File: config.mk
export PLATFORM = sky130hd
export DESIGN_NAME = uart_rx
export DESIGN_NICKNAME = d
export VERILOG_FILES = /design/src/rtl/uart_rx.sv
export SDC_FILE = /design/constraint.sdc
export NUM_CORES = 1
export LEC_CHECK = 0
export ABC_AREA = 1
export CORE_UTILIZATION = 57
export DETAILED_ROUTE_END_ITERATION = 7
export MAX_ROUTING_LAYER = met4
export PLACE_DENSITY = 0.78
export SETUP_SLACK_MARGIN = 0.1
export SLEW_MARGIN = 40
export SYNTH_ARGS = -nofsm -noshare
export SYNTH_HDL_FRONTEND = slang
export SYNTH_SLANG_ARGS = --single-unit
File: constraint.sdc
create_clock -name clk -period 1.96 [get_ports clk]
set_clock_uncertainty 0.2 [all_clocks]
set_input_delay 0.588 -clock clk [delete_from_list [all_inputs] [get_ports clk]]
set_output_delay 0.588 -clock clk [all_outputs]
set_load 0.1 [all_outputs]
File: src/rtl/uart_rx.sv
// uart_rx: 8N1 UART receiver (clk, rst, rx -> uart_data, uart_received, frame_error, busy)
module uart_rx #(
  parameter int CLKS_PER_BIT = 434
) (
  input  logic       clk,
  input  logic       rst,
  input  logic       rx,
  output logic [7:0] uart_data,
  output logic       uart_received,
  output logic       frame_error,
  output logic       busy
);
  localparam int HALF_BIT = CLKS_PER_BIT / 2;
  localparam int CW = $clog2(CLKS_PER_BIT);
  localparam logic [CW-1:0] HALF_LAST = CW'(HALF_BIT - 1);
  localparam logic [CW-1:0] BIT_LAST = CW'(CLKS_PER_BIT - 1);
  localparam logic [2:0] S_IDLE = 3'd0;
  localparam logic [2:0] S_START = 3'd1;
  localparam logic [2:0] S_DATA = 3'd2;
  localparam logic [2:0] S_STOP = 3'd3;
  localparam logic [2:0] S_WAIT = 3'd4;
  logic          sync_q, rx_s_q;
  logic [2:0]    state_q, state_d;
  logic [CW-1:0] cnt_q, cnt_d;
  logic [2:0]    bit_q, bit_d;
  logic [7:0]    shift_q, shift_d, data_q, data_d;
  logic          rcv_q, rcv_d, ferr_q, ferr_d;
  always_comb begin
    state_d = state_q;
    cnt_d = cnt_q + CW'(1);
    bit_d = bit_q;
    shift_d = shift_q;
    data_d = data_q;
    rcv_d = 1'b0;
    ferr_d = 1'b0;
    case (state_q)
      S_IDLE: begin
        cnt_d = '0;
        state_d = rx_s_q ? S_IDLE : S_START;
      end
      S_START: if (cnt_q == HALF_LAST) begin
        cnt_d = '0;
        state_d = rx_s_q ? S_IDLE : S_DATA;
      end
      S_DATA: if (cnt_q == BIT_LAST) begin
        cnt_d = '0;
        shift_d = {rx_s_q, shift_q[7:1]};
        bit_d = bit_q + 3'd1;
        state_d = (bit_q == 3'd7) ? S_STOP : S_DATA;
      end
      S_STOP: if (cnt_q == BIT_LAST) begin
        cnt_d = '0;
        data_d = rx_s_q ? shift_q : data_q;
        rcv_d = rx_s_q;
        ferr_d = !rx_s_q;
        state_d = rx_s_q ? S_IDLE : S_WAIT;
      end
      S_WAIT: begin
        cnt_d = '0;
        state_d = rx_s_q ? S_IDLE : S_WAIT;
      end
      default: begin
        cnt_d = '0;
        state_d = S_IDLE;
      end
    endcase
  end
  always_ff @(posedge clk) begin
    if (rst) begin
      sync_q <= 1'b1;
      rx_s_q <= 1'b1;
      state_q <= S_IDLE;
      cnt_q <= '0;
      bit_q <= '0;
      shift_q <= '0;
      data_q <= '0;
      rcv_q <= 1'b0;
      ferr_q <= 1'b0;
    end else begin
      sync_q <= rx;
      rx_s_q <= sync_q;
      state_q <= state_d;
      cnt_q <= cnt_d;
      bit_q <= bit_d;
      shift_q <= shift_d;
      data_q <= data_d;
      rcv_q <= rcv_d;
      ferr_q <= ferr_d;
    end
  end
  assign uart_data = data_q;
  assign uart_received = rcv_q;
  assign frame_error = ferr_q;
  assign busy = state_q != S_IDLE;
endmodule

==> flow_summary.toml, run 1 <==
[run_status]
status = "finished, final reports clean"

[die]
die-width_um = 58.3
row_count = 20
fp.dieH_um = 58.3
die_area_um2 = 3390
coreArea_um2 = 3030
io_pins = 14
initial_core_util = 0.596

[worst_setup_path]
path_buf_inv = 1
cpLargestDelayFamily = "flip-flops"
reg2reg_depth = 9
path_cells = "nor2_4 -> nand2_2 -> buf_12"
critPathSlowestCell = "dfxtp_4"
worstSetupPathType = "reg -> out"
end_kind = "primary output"
required_ns = 1.17
cp.arrival_ns = 1.07
cp_max_fo = 2
start_kind = "flip-flop"
crit_cells = 3
slowest_delay_ns = 0.37

[clock_tree]
cts-root-buf = "clkbuf_4"
numCtsBuffers = 5
clkTransAtPathRegs_ns = 0.10
cts-root-to-sink-buffers = 2
tritoncts = "built"
cts_hold_buf = 0
clkLatencyLatePin_ns = 0.34
clock_sinks = 35
cts-htree-levels = 2

[grt]
antenna_found_initial = 0
grt_pass1_wl_um = 5830
grt_max_degree = 16
first_global_vias = 1377
grt_usage = 0.237
grt-ovfl-total = 0

[placement]
placed_area_um2 = 2100
gp_congestion = 0.856
preCtsSetupSlack_ns = 0.0533
dp_hpwl_um = 2310
port_buffers = 13

[flow_run]
drv_cap = 0

[finish]
diodes = 0
final_layout_size_suffix_gt1_frac = 0.247
fin_nets = 270
final_util = 0.727
area_growth_pct = 22.1
fin_area_um2 = 2200
fill_cells = 218

[synth]
ys_top_cells_by_count = "nand2_1 (63), nor2_1 (48), dfxtp_1 (35)"
synth_cells = 239
synth_ff_type = "dfxtp_1"
synth_top_area_share = 0.388
async_reset_ff_frac = 0
ys_seq_area_frac = 0.388
ys_ff_latch = 35
synth_cell_types = 27
yosys_warnings = 0
synth-xor-area-share = 0.0194
synth_area_per_cell_um2 = 7.55
synth_edf_count = 0
syn-num-nets = 247
synth_top_family_by_area = "simple AND/OR/NAND/NOR gates"
synth_mux_area_frac = 0
syn-cell-area_um2 = 1800
synth_area_leader_cell = "dfxtp_1"
synth-adder-area-share = 0.0347
yosysMostFrequentCell = "nand2_1"
synth_compound_gate_area_share = 0.0180
synth-simple-area-share = 0.440
ys_top_cells_by_area = "dfxtp_1 (39%), nand2_1 (13%), nor2_1 (10%)"

[sta]
finalCritPeriodShare = 0.947
timing.final.ws_setup_ns = 0.105
post-route-min-period_ns = 1.86
fmax_ghz = 0.539
slew_headroom = 0.779
slew_viol_final = 0
setup_viol_count_final = 0
finalHoldViolCount = 0
tightest_slew_ns = 0.328
setup_tns_ns = 0
grt_setup_unrepaired = "true"

[routing]
antenna_left = 0
remaining_drc_errors = 0
drt-vias-per-instance = 4.68
first_iter_violations = 51
wl_per_cell_um = 10.5
totalWireLength_um = 3220
drt_first_pass_iters = 4
vias = 1438

[pwr]
peakVddDrop_mv = 0.604
p_leak_nw = 1.02
finalPower_mw = 1.39
p_per_area_nw_per_um2 = 629

[worst_hold_path]
hold_path_depth = 1
hold_class = "reg -> reg"
-- cell type report --
class / count / area, µm² / area share
inverters: 35 / 131 / 0.0597
multi-input cells: 164 / 936 / 0.425
repair buffers: 21 / 313 / 0.142
flip-flops and latches: 35 / 713 / 0.324
clock buffers: 6 / 41.3 / 0.0188
well taps: 44 / 55.1 / 0.0250
clock inverters: 2 / 12.5 / 0.00568
-- sequential cells by signal, indices dropped and copies added, names as in the netlist --
signal,count
uart_data,8
bit_q,3
sync_q,1
cnt_q,9
rx_s_q,1
frame_error,1
uart_received,1
state_q,3
shift_q,8
-- cell families (layout without fill, tap and decap cells) --
| kind of cell | Yosys count | in the layout |
|---|---|---|
| simple gates | 149 | 149 |
| buf+inv | 40 | 64 |
| flops | 35 | 35 |
| compound gates | 6 | 6 |
| fa+ha+maj | 5 | 5 |
| xor+xnor | 4 | 4 |
-- routing by layer --
layer | part of all wire | track usage
met4 | 0.024 | 0.116
met3 | 0.030 | 0.0692
met2 | 0.47 | 0.373
met5 | 0 | -
met1 | 0.47 | 0.277
-- cell usage in the layout, fill, tap and decap left out, drive strengths merged --
cell,Yosys,layout
ha,5,5
xnor2,1,1
nor4,1,1
nand4,5,5
dfxtp,35,35
xor2,3,3
inv,35,35
a21oi,3,3
clkinv,0,1
clkdlybuf4s50,0,2
buf,5,19
o21bai,1,1
clkbuf,0,6
nand3,4,4
or2,2,2
nand2,69,69
o21ai,2,2
clkinvlp,0,1
nor2,54,54
nor3,14,14
-- per-stage QoR --
step	std cells	hold slack, ns
2_1_floorplan	239	0.189
3_3_place_gp	295	0.194
3_5_place_dp	295	0.193
4_1_cts	307	0.219
5_1_grt	307	0.231
6_report	307	0.216
-- repair_timing --
action | 4_1_cts | 5_1_grt
setup endpoints to repair | 1 | 26
gates resized for setup | 8 | 2
hold endpoints to repair | 0 | 0
pin swaps | 2 | 3
setup buffers | 4 | 0
-- where the power goes --
| part | total [mW] | switching (mW) | internal [mW] |
|---|---|---|---|
| registers | 0.738 | 0.0134 | 0.724 |
| logic | 0.276 | 0.175 | 0.101 |
| clock network | 0.372 | 0.234 | 0.138 |
-- final timing paths --
| path | start | endpoint | slack [ns] |
|---|---|---|---|
| setup / recovery | state_q[1] | busy | 0.10 |
| hold / removal | sync_q | rx_s_q | 0.22 |
| setup reg to reg | cnt_q[1] | cnt_q[7] | 0.23 |
| hold reg to reg | sync_q | rx_s_q | 0.22 |
Power figures use the tool's default switching activity.
==> inputs of run 2 (changes only) <==
- CORE_UTILIZATION: 57 -> 52
- PLACE_DENSITY: 0.78 -> 0.75
- clock period: 1.96 -> 1.5 ns (I/O delays scaled with it)
==> run 2 against run 1 <==
The flow now finishes with violations (setup timing). Sequential share of layout area decreased by 6.9 points. Core utilization increased by 13 points. Worst hold slack improved by 0.0040 ns. Critical path depth unchanged. Sequential power increased by 31%. Critical endpoint unchanged. Largest power group unchanged. Highest routed layer unchanged.
==> flow_summary.toml, run 2 (synthesized netlist as in run 1, its figures left out) <==
[finish]
final_cell_mix = "nand2_1 (37), nor2_1 (35), inv_1 (29), buf_4 (28), nand2_2 (21)"
largest_register_ffs = 9
final_util = 0.859
final_cells = 343
final_common_cell = "nand2_1"
fin_nets = 304
final_layout_size_suffix_gt1_frac = 0.529
area_growth_pct = 58.8
multiInputGateArea_um2 = 1210
diodes = 0
fin_area_um2 = 2870
regMostFlops = "cnt_q"
fill_cells = 162
final-seq-area_um2 = 729

[placement]
port_buffers = 13
placed_area_um2 = 2320
dp_cells = 314
gp_congestion = 0.875
dp_hpwl_um = 2390

[sta]
fmax_ghz = 0.553
whs_ns = 0.220
timing.final.ws_setup_ns = -0.309
slew_headroom = 0.731
grt_setup_unrepaired = "true"
setup_viol_count_final = 42
setup_tns_ns = -4.13
slew_viol_final = 0
tightest_slew_ns = 0.403
finalHoldViolCount = 0
finalCritPeriodShare = 1.21
post-route-min-period_ns = 1.81

[worst_setup_path]
reg2reg_depth = 7
cpLargestDelayFamily = "flip-flops"
end_kind = "primary output"
path_buf_inv = 1
r2r_slack_ns = -0.21
cp.arrival_ns = 1.16
slowest_delay_ns = 0.38
cp_max_fo = 2
critPathSlowestCell = "dfxtp_4"
required_ns = 0.85
r2r_end = "shift_q[2]"
start_kind = "flip-flop"
r2r_start = "state_q[0]"
worstSetupPathType = "reg -> out"
crit_path_start = "state_q[0]"
path_cells = "nor2_4 -> nand2_8 -> buf_12"

[grt]
grt_pass1_wl_um = 7100
grt_usage = 0.280
first_global_vias = 1537
grt-ovfl-total = 0
antenna_found_initial = 0
grt_max_degree = 20

[pwr]
p_seq_frac = 0.405
sw_frac_of_total = 0.297
p_comb_frac = 0.256
power_frac_clock = 0.338
p_leak_nw = 1.33
internal_power_mw = 1.68
peakVddDrop_mv = 0.738
p_sw_uw = 708
p_per_area_nw_per_um2 = 832

[routing]
drt_first_pass_iters = 4
remaining_drc_errors = 0
first_iter_violations = 122
drt-vias-per-instance = 5.33
vias = 1827
wl_per_cell_um = 16.5
totalWireLength_um = 5660
antenna_left = 0

[die]
die_area_um2 = 3710
row_count = 21
initial_core_util = 0.541
die-width_um = 60.9
io_pins = 14
fp.dieH_um = 60.9
coreArea_um2 = 3340

[worst_hold_path]
min_to = "rx_s_q"
worstHoldStart = "sync_q"
hold_class = "reg -> reg"
hold_path_depth = 1

[run_status]
status = "finished, violations left"
violations = "setup timing"

[clock_tree]
cts-htree-levels = 2
clkLatencyLatePin_ns = 0.36
clock_sinks = 35
cts-root-to-sink-buffers = 2
numCtsBuffers = 5
tritoncts = "built"
cts-root-buf = "clkbuf_4"
clkTransAtPathRegs_ns = 0.12
cts_hold_buf = 0

[flow_run]
drv_cap = 0
[run 2: repair_timing]
action                                  4_1_cts  5_1_grt
hold endpoints to repair                      0        0
pin swaps                                    19       21
endpoints found under the setup margin       40       44
gates cloned                                  3        0
resized for setup                            36       39
buffers inserted                             10        8
[run 2: per-layer routing]
layer	GRT usage	wire length [µm]	share of wire
met4	0.136	301	0.053
met3	0.0554	350	0.062
met5	-	0	0
met2	0.480	2860	0.50
met1	0.310	2150	0.38
[run 2: area by class of cell]
cell class | count | area share
Tap cell | 46 | 0.0201
Multi-Input combinational cell | 166 | 0.422
Timing Repair Buffer | 53 | 0.221
Sequential cell | 35 | 0.255
Inverter | 35 | 0.0485
Clock inverter | 1 | 0.0105
Clock buffer | 7 | 0.0231
[run 2: worst max path at each step]
stage	slack [ns]	cells after the start	to
2_1_floorplan	0.09	8	shift_q[7]
3_3_place_gp	-0.20	5	cnt_q[7]
3_5_place_dp	-0.22	4	frame_error
4_1_cts	-0.27	3	busy
5_1_grt	-0.33	3	busy
6_report	-0.31	3	busy
[run 2: stage by stage]
| step | power [mW] | worst slack (ns) |
|---|---|---|
| 2_1_floorplan | 1.24 | 0.0908 |
| 3_3_place_gp | 1.37 | -0.200 |
| 3_5_place_dp | 1.37 | -0.222 |
| 4_1_cts | 2.30 | -0.269 |
| 5_1_grt | 2.44 | -0.329 |
| 6_report | 2.38 | -0.309 |
[run 2: power groups by stage]
stage                     registers [mW]  clock network [mW]  logic (mW)
after global placement             0.991                   0       0.384
after global routing               0.967               0.840       0.632
final                              0.966               0.807       0.610
after detailed placement           0.990                   0       0.385
after CTS                          0.966               0.790       0.540
after floorplan                    0.990                   0       0.252
==> RTL edit, RTL diff (settings of run 2) <==
Set the parameter `CLKS_PER_BIT` to 217 (it was 434).
--- a/src/rtl/uart_rx.sv
+++ b/src/rtl/uart_rx.sv
@@ -1,6 +1,6 @@
 // uart_rx: 8N1 UART receiver (clk, rst, rx -> uart_data, uart_received, frame_error, busy)
 module uart_rx #(
-  parameter int CLKS_PER_BIT = 434
+  parameter int CLKS_PER_BIT = 217
 ) (
   input  logic       clk,
   input  logic       rst,
Check against the original RTL: no difference found for any inputs over 10 cycles, from zero or initial values and one cycle with rst high; that may be too few to reach the edited logic, so the function may still have changed.
==> RTL edit against run 2 <==
- the flow still finishes with violations (negative setup slack)
- sequential cell count down 1
- die area decreased by 15%
- hold slack improved by 0.0081 ns
- sequential share of layout area is 5.3 points higher
- power fell by 14%
- wire length decreased by 31%
- design area shrank 19%
- area after synthesis decreased by 15%
- worst setup slack better by 0.11 ns
- highest routed layer unchanged
==> RTL edit: results (changes against run 2) <==
stage	metric	value	unit	change
outcome	status	finished with violations		unchanged
outcome	failing checks	negative setup slack		unchanged
global_routing	largest net degree at the start of global routing	13		was 20
logic_synthesis	Syn Nets	226		was 247
route	DR vias/cell	5.221		was 5.327
clocking	clk_lat worst skew	0.34	ns	was 0.36 ns
final_layout	net count reported at finish	265		was 304
timing	final setup TNS	-1.446	ns	was -4.126 ns
worst_setup_path	Reg2Reg Setup Slack	-0.08	ns	was -0.21 ns
timing	Hold WS	0.2285	ns	was 0.2204 ns
power_and_ir_drop	combinational power	0.000408	W	was 0.000610 W
placement	Placer Congestion	0.8437		was 0.8753
placement	placed cell area	1932	µm²	was 2320 µm²
route	DRT iter0 DRCs	35		was 122
global_routing	total track usage	27.08	%	was 28.05%
logic_synthesis	adder-cell area share of the yosys netlist	3.281	%	was 3.467%
logic_synthesis	post-synthesis sequential area ratio	44.63	%	was 38.83%
final_layout	Fillers	154		was 162
power_and_ir_drop	worst vdd ir	0.8522	mV	was 0.7381 mV
timing	Setup WS post-layout	-0.1985	ns	was -0.3092 ns
worst_setup_path	r2r startpoint	cnt_q[1]		was state_q[0]
global_routing	first-pass GRT wire length	6.368	mm	was 7.100 mm
timing	slew at the pin closest to its max-slew limit	0.4377	ns	was 0.4034 ns
placement	Detailed Place HPWL	2.150	mm	was 2.392 mm
logic_synthesis	Synth Instances	219		was 239
worst_setup_path	reg2reg path depth	9		was 7
power_and_ir_drop	internal power	0.001467	W	was 0.001675 W
logic_synthesis	dominant cells by area after synthesis	dfxtp_1 45%, nand2_1 14%, nor2_1 11%, inv_1 8.1%, nand3_1 4.6%		was dfxtp_1 39%, nand2_1 13%, nor2_1 10%, inv_1 6.7%, nor3_2 6.1%
route	total routed wirelength	3.890	mm	was 5.664 mm
placement	pre-CTS WS	-0.2260	ns	was -0.2223 ns
timing	Final setup viols	39		was 42
logic_synthesis	Post-synth top cells	56 x nand2_1, 45 x nor2_1, 34 x dfxtp_1		was 63 x nand2_1, 48 x nor2_1, 35 x dfxtp_1
power_and_ir_drop	Sequential Power	0.000937	W	was 0.000966 W
logic_synthesis	compound-cell area share of the yosys netlist	3.281	%	was 1.803%
logic_synthesis	synth unique cells	21		was 27
final_layout	layout cells sized above 1	44.96	%	was 52.86%
worst_setup_path	WP data arrival	1.05	ns	was 1.16 ns
power_and_ir_drop	Leakage	1.020	nW	was 1.328 nW
[RTL edit: cell types whose count changed after synthesis, moves of 2 or more]
| cell | delta |
|---|---|
| a21oi_1 | +6 |
| nor3_2 | -11 |
| nand3_1 | +11 |
| buf_6 | -2 |
| nand2_1 | -7 |
| nand2_4 | -4 |
| inv_2 | -3 |
| buf_2 | +3 |
| nor2_8 | -2 |
| nand4_1 | -2 |
| nor2_1 | -3 |
[RTL edit: worst max path at each step]
stage	slack [ns]	end	startpoint	cells after the start
after detailed placement	-0.23	uart_data[5]	rst	4
after floorplan	-0.02	shift_q[7]	cnt_q[1]	10
final	-0.20	busy	state_q[1]	3
after global placement	-0.19	bit_q[2]	rst	4
after global routing	-0.23	busy	state_q[1]	3
after CTS	-0.20	busy	state_q[1]	3
[RTL edit: final cells by class]
type	instances	area (µm²)	area share (%)
timing repair buffer	35	420.4	18.13
inverter	33	131.4	5.666
multi-input combinational	149	933.4	40.26
clock buffer	6	51.30	2.213
sequential	34	713.2	30.76
tap	31	38.79	1.673
clock inverter	1	30.03	1.295
[RTL edit: critical path: stages (launching register included)]
cell and delay (ns):
dfxtp_4 0.37, nor2_4 0.11, nand2_2 0.07, buf_12 0.16
[RTL edit: metal layers]
metal / routed length (µm) / vias to the layer above / track usage (%)
li1: - / 746 / -
met4: 104 / 0 / 11.85
met2: 1904 / 47 / 42.18
met3: 183 / 13 / 5.116
met5: 0 / - / -
met1: 1698 / 703 / 34.37
[RTL edit: cells by family after synthesis]
logic type / after synthesis
buf+inv: 39
compound gates: 10
flops: 34
fa+ha+maj: 4
simple gates: 127
xor+xnor: 5
[RTL edit: timing repair]
item                       4_1_cts  5_1_grt
setup endpoints to repair       43       43
gates resized for setup         45       25
pin swaps                       18       10
cloned                           2        1
buffers inserted                 4        1
